**src/rtl/irq_router_pkg.sv**
```systemverilog
// Shared constants for the irq_router CSR map and the per-source trigger encoding.
package irq_router_pkg;

  typedef enum logic [1:0] {
    REG_IE   = 2'd0,
    REG_IP   = 2'd1,
    REG_MODE = 2'd2,
    REG_POL  = 2'd3
  } reg_off_e;

  localparam int   BANK_STRIDE = 4;
  localparam logic MODE_EDGE   = 1'b1;
  localparam logic MODE_LEVEL  = 1'b0;

  // One bit per implemented source, packed into the 16-bit register view.
  function automatic logic [15:0] valid_mask(input int n);
    logic [15:0] m;
    m = '0;
    for (int i = 0; i < 16; i++) begin
      if (i < n) m[i] = 1'b1;
    end
    return m;
  endfunction

endpackage

```
**src/rtl/irq_src_cell.sv**
```systemverilog
// One interrupt source: 2-FF synchroniser, polarity, edge/level detect and sticky W1C pending bit.
module irq_src_cell
  import irq_router_pkg::*;
(
  input  logic clk,
  input  logic rst_n,
  input  logic int_in,
  input  logic pol,
  input  logic mode,
  input  logic edge_en,
  input  logic level_en,
  input  logic ip_clr,
  output logic ip
);

  logic s1_q, s1_d;
  logic s2_q, s2_d;
  logic act_d_q, act_d_d;
  logic ip_q, ip_d;
  logic act;
  logic set;

  always_comb begin
    s1_d    = int_in;
    s2_d    = s1_q;
    act     = pol ? s2_q : ~s2_q;
    act_d_d = act;
    set     = (mode == MODE_EDGE) ? (edge_en & act & ~act_d_q) : (level_en & act);
    // A set in the same cycle as a clear keeps the bit pending.
    ip_d    = set | (ip_q & ~ip_clr);
  end

  always_ff @(posedge clk) begin
    if (!rst_n) begin
      s1_q    <= 1'b0;
      s2_q    <= 1'b0;
      act_d_q <= 1'b0;
      ip_q    <= 1'b0;
    end else begin
      s1_q    <= s1_d;
      s2_q    <= s2_d;
      act_d_q <= act_d_d;
      ip_q    <= ip_d;
    end
  end

  assign ip = ip_q;

endmodule

```
**src/rtl/irq_router.sv**
```systemverilog
// CSR-mapped interrupt controller: CSR decode, IE/MODE/POL banks, arm counter and registered irq.
module irq_router
  import irq_router_pkg::*;
#(
  parameter logic [4:0]  BASE_ADDR = 5'h1c,
  parameter int          NUM_INTS  = 7,
  parameter logic [15:0] DFL_IE    = '0,
  parameter logic [15:0] DFL_MODE  = '0,
  parameter logic [15:0] DFL_POL   = '0
) (
  input  logic                clk,
  input  logic                rst_n,
  input  logic [4:0]          csr_a,
  input  logic [7:0]          csr_di,
  input  logic                csr_we,
  output logic [7:0]          csr_do,
  input  logic [NUM_INTS-1:0] int_in,
  output logic                irq
);

  localparam int          NUM_BANKS = (NUM_INTS <= 8) ? 1 : 2;
  localparam logic [15:0] VALID     = valid_mask(NUM_INTS);

  logic [15:0] ie_q, ie_d;
  logic [15:0] mode_q, mode_d;
  logic [15:0] pol_q, pol_d;
  logic [NUM_BANKS-1:0] supp_q, supp_d;
  logic [1:0]  arm_q, arm_d;
  logic        irq_q, irq_d;

  logic [4:0]  off;
  logic [2:0]  bank_idx;
  reg_off_e    reg_sel;
  logic        hit;
  logic [15:0] wr_data, wr_mask, rd_word;
  logic [NUM_INTS-1:0] ip_clr;
  logic [15:0] ip_vec;
  logic        edge_armed;

  // Bank/offset decode; address arithmetic wraps within the 5-bit CSR space.
  always_comb begin
    off      = csr_a - BASE_ADDR;
    bank_idx = off[4:2];
    reg_sel  = reg_off_e'(off[1:0]);
    hit      = (bank_idx < 3'(NUM_BANKS));
    wr_data  = off[2] ? {csr_di, 8'h00} : {8'h00, csr_di};
    wr_mask  = (off[2] ? 16'hFF00 : 16'h00FF) & VALID;
  end

  always_comb begin
    ie_d   = ie_q;
    mode_d = mode_q;
    pol_d  = pol_q;
    supp_d = '0;
    ip_clr = '0;
    arm_d  = (arm_q == 2'd3) ? arm_q : arm_q + 2'd1;
    irq_d  = |(ip_vec & ie_q);
    if (csr_we && hit) begin
      case (reg_sel)
        REG_IE:   ie_d   = (ie_q & ~wr_mask) | (wr_data & wr_mask);
        REG_IP:   ip_clr = wr_data[NUM_INTS-1:0] & wr_mask[NUM_INTS-1:0];
        REG_MODE: mode_d = (mode_q & ~wr_mask) | (wr_data & wr_mask);
        REG_POL:  pol_d  = (pol_q & ~wr_mask) | (wr_data & wr_mask);
        default:  ie_d   = ie_q;
      endcase
      // A trigger reconfiguration blanks edge detection of that bank for one cycle.
      if (reg_sel == REG_MODE || reg_sel == REG_POL) begin
        for (int b = 0; b < NUM_BANKS; b++) begin
          supp_d[b] = (off[2] == 1'(b));
        end
      end
    end
  end

  always_comb begin
    case (reg_sel)
      REG_IE:   rd_word = ie_q;
      REG_IP:   rd_word = ip_vec;
      REG_MODE: rd_word = mode_q;
      default:  rd_word = pol_q;
    endcase
    csr_do = hit ? (off[2] ? rd_word[15:8] : rd_word[7:0]) : 8'h00;
  end

  always_ff @(posedge clk) begin
    if (!rst_n) begin
      ie_q   <= DFL_IE & VALID;
      mode_q <= DFL_MODE & VALID;
      pol_q  <= DFL_POL & VALID;
      supp_q <= '0;
      arm_q  <= 2'd0;
      irq_q  <= 1'b0;
    end else begin
      ie_q   <= ie_d;
      mode_q <= mode_d;
      pol_q  <= pol_d;
      supp_q <= supp_d;
      arm_q  <= arm_d;
      irq_q  <= irq_d;
    end
  end

  // Level sets wait for the sync pipe to hold real samples; edges also need a valid act_d.
  assign edge_armed = (arm_q == 2'd3);

  for (genvar i = 0; i < 16; i++) begin : g_src
    if (i < NUM_INTS) begin : g_cell
      irq_src_cell u_cell (
        .clk      (clk),
        .rst_n    (rst_n),
        .int_in   (int_in[i]),
        .pol      (pol_q[i]),
        .mode     (mode_q[i]),
        .edge_en  (edge_armed & ~supp_q[i / 8]),
        .level_en (arm_q[1]),
        .ip_clr   (ip_clr[i]),
        .ip       (ip_vec[i])
      );
    end else begin : g_pad
      assign ip_vec[i] = 1'b0;
    end
  end

  assign irq = irq_q;

endmodule

```
**config.mk**
```make
export PLATFORM = sky130hd
export DESIGN_NAME = irq_router
export DESIGN_NICKNAME = d
export VERILOG_FILES = /design/src/rtl/irq_router_pkg.sv /design/src/rtl/irq_src_cell.sv /design/src/rtl/irq_router.sv
export SDC_FILE = /design/constraint.sdc
export NUM_CORES = 1
export LEC_CHECK = 0
export ABC_AREA = 1
export BUFFER_PORTS_ARGS = -buffer_cell sky130_fd_sc_hd__clkbuf_2
export CORE_MARGIN = 4
export CORE_UTILIZATION = 50
export CTS_CLUSTER_DIAMETER = 80
export DETAILED_ROUTE_END_ITERATION = 6
export GPL_ROUTABILITY_DRIVEN = 0
export PLACE_DENSITY_LB_ADDON = 0.3
export SLEW_MARGIN = 20
export SYNTH_ARGS = -nofsm -noshare
export SYNTH_HDL_FRONTEND = slang
export SYNTH_HIERARCHICAL = 1
export SYNTH_SLANG_ARGS = --single-unit
```
**constraint.sdc**
```tcl
create_clock -name clk -period 1.6 [get_ports clk]
set_input_delay 0.32 -clock clk [delete_from_list [all_inputs] [get_ports clk]]
set_output_delay 0.32 -clock clk [all_outputs]
set_load 0.005 [all_outputs]
```
==> reports/results.ini <==
[clock_network]
cts_buffers = 5
htree_levels = 2
cts_tree = done
path_clk_slew_ps = 100
cts_buffer_depth = 2
cts.sinks = 53
clkLatencyLatePin_ps = 310
cts_root_buf = clkbuf_8
cts_hold_buf = 0

[final_layout]
utilization_pct = 62.7
finalNonFillerCells = 540
fillCellCount = 524
syn2layout_area_growth_pct = 21.4
drive_gt1_share_pct = 16.8
fin_nets = 494
antenna_cells = 0

[timing]
fin_skew_ps = 9.34
hold_viol = 0
grt_setup_unrepaired = true
max_freq_ghz = 0.602
period_share_pct = 104
worst_slack_ps = -62.1
maxSlewViolCount = 0
period_needed_ps = 1660
final-setup-viol-count = 7

[run_status]
status = finished with violations
failed_checks = negative setup slack

[global_route]
grt_pass1_vias = 2543
grt_pass1_wl_mm = 10.8
gr-total-overflow = 0
grtUsageTotal_pct = 21.3
antenna_found_initial = 0
grt_max_degree = 34

[setup_path]
end_kind = output port
r2r_slack_ps = 300
critPathSlowestCell = ha_4
cp_max_fo = 5
critPathKind = in2out
crit_arrival_ps = 1340
r2r-start = arm_q[0]$_SDFFE_PN0P_
cpPeakStageDelay_ps = 240
cp_cell_sequence = buf_8, ha_4, nor2_4, nand3_2, inv_2, buf_12, o21ai_0, nor2_1, buf_2
required_ps = 1280
cp-start-kind = primary input
startpoint = csr_a[2]

[placement]
dp_cells = 531
post-dp-hpwl_mm = 4.50
io_buffers = 29

[yosys]
yosysWarnings = 6
synthCells = 415
asyncSetResetFlopFracSynth_pct = 0
synth_fp_nets = 440
ys_types = 24
synth-edff-count = 0
synth_flop_cell = dfxtp_1
syn_area_per_cell_sq_um = 6.39
ys_ff_latch = 53
synth_area_sq_mm = 0.00265
synth-seq-area-share_pct = 40.0

[floorplanning]
io_pins = 32
initial_core_util_pct = 51.6
rows = 26
die-area_sq_mm = 0.00654
die_w_um = 80.9
core_sq_mm = 0.00514
die_y_um = 80.9

[flow_run]
cap_violations = 0

[power]
p_leak_uw = 0.00168
powerDensity_mw_per_mm2 = 919
ir_worst_vdd_mv = 0.631

[detailed_routing]
drcViolationCount = 0
drtPass1Iterations = 5
drtIter0Drc = 139
ant_nets = 0
viasPerCell = 4.80
vias = 2592
wl_per_cell_um = 11.6
routed_wl_mm = 6.28

[min_path]
hp-start = int_in[4]
hp-class = in2reg

==> path summary, 6_finish.rpt <==
path / end / cells past startpoint
hold / removal: g_src[4].g_cell.u_cell/s1_q$_SDFF_PN0_ / 3
setup / recovery: csr_do[5] / 9
setup reg to reg: g_src[4].g_cell.u_cell/ip$_SDFF_PN0_ / 8
hold reg to reg: g_src[6].g_cell.u_cell/s2_q$_SDFF_PN0_ / 2
==> layout make-up <==
| class | count | area, sq um | share of cell area, % |
|---|---|---|---|
| well taps | 70 | 87.6 | 2.72 |
| flip-flops and latches | 53 | 1060 | 32.9 |
| clock inverters | 2 | 38.8 | 1.20 |
| clock buffers | 6 | 72.6 | 2.25 |
| inverters | 108 | 405 | 12.6 |
| repair buffers | 54 | 372 | 11.5 |
| multi-input cells | 247 | 1180 | 36.8 |
==> cells by family after synthesis <==
group,Yosys count,synth area share (%)
and+or+nand+nor,208,34.4
buffers and inverters,115,16.8
DFF,53,40.0
AOI/OAI and AO/OA,35,7.40
adders and majority gates,2,0.943
xor gates and xnor gates,1,0.330
other,1,0.141
==> power by group <==
part	total [uW]	internal [uW]	switching, uW
registers	1490	1430	60.7
clock network	920	470	450
logic	551	229	322
total	2960	2130	833
==> per-layer routing <==
layer	up-vias	track usage, %	part of all wire [%]
met5	-	0	0
met4	0	10.1	2.3
met3	16	4.55	8.1
met2	77	37.4	47
met1	1154	24.4	42
li1	1345	-	-
==> critical path, delay by kind of cell <==
kind,cells,cell delay (ps)
buffers and inverters,4,450
and+or+nand+nor,3,270
adders and majority gates,1,240
AOI/OAI and AO/OA,1,70
==> stage by stage <==
step,instance area (sq um),worst slack [ps],power [uW],setup TNS (ps),hold slack [ps]
final,3220,-62.1,2960,-281,174
after detailed placement,3050,-231,2040,-4220,399
after CTS,3200,-105,2970,-672,175
after global routing,3220,-110,3120,-705,187
after floorplan,2650,142,1820,0,390
after global placement,3050,-235,2020,-3530,393
==> cell usage after synthesis (3+ instances only) <==
master	n	area, sq um
nand2_1	110	413
inv_1	106	398
dfxtp_1	53	1060
nor2_1	39	146
nand3_1	36	180
o21ai_0	13	65.1
a21oi_1	12	60.1
nor3_1	8	40.0
a21boi_1	7	52.6
nand3b_1	7	52.6
buf_4	3	22.5
o22ai_1	3	18.8
==> what timing repair did <==
item,in CTS,in global routing
pin swaps,7,5
setup endpoints to repair,7,14
resized for setup,10,16
setup buffers,1,0
==> layout by cell type, fill, tap and decap left out, drive strengths merged <==
cell type and count:
nor2 42, clkinv 1, ha 2, nand3b 7
a21oi 12, nand3 36, clkbuf 27, buf 33
o21ai 13, bufinv 1, nand2 112, a21boi 7
xor2 1, nand4 3, inv 108, nor3 8
conb 1, o22ai 3, dfxtp 53
Power figures use the tool's default switching activity.
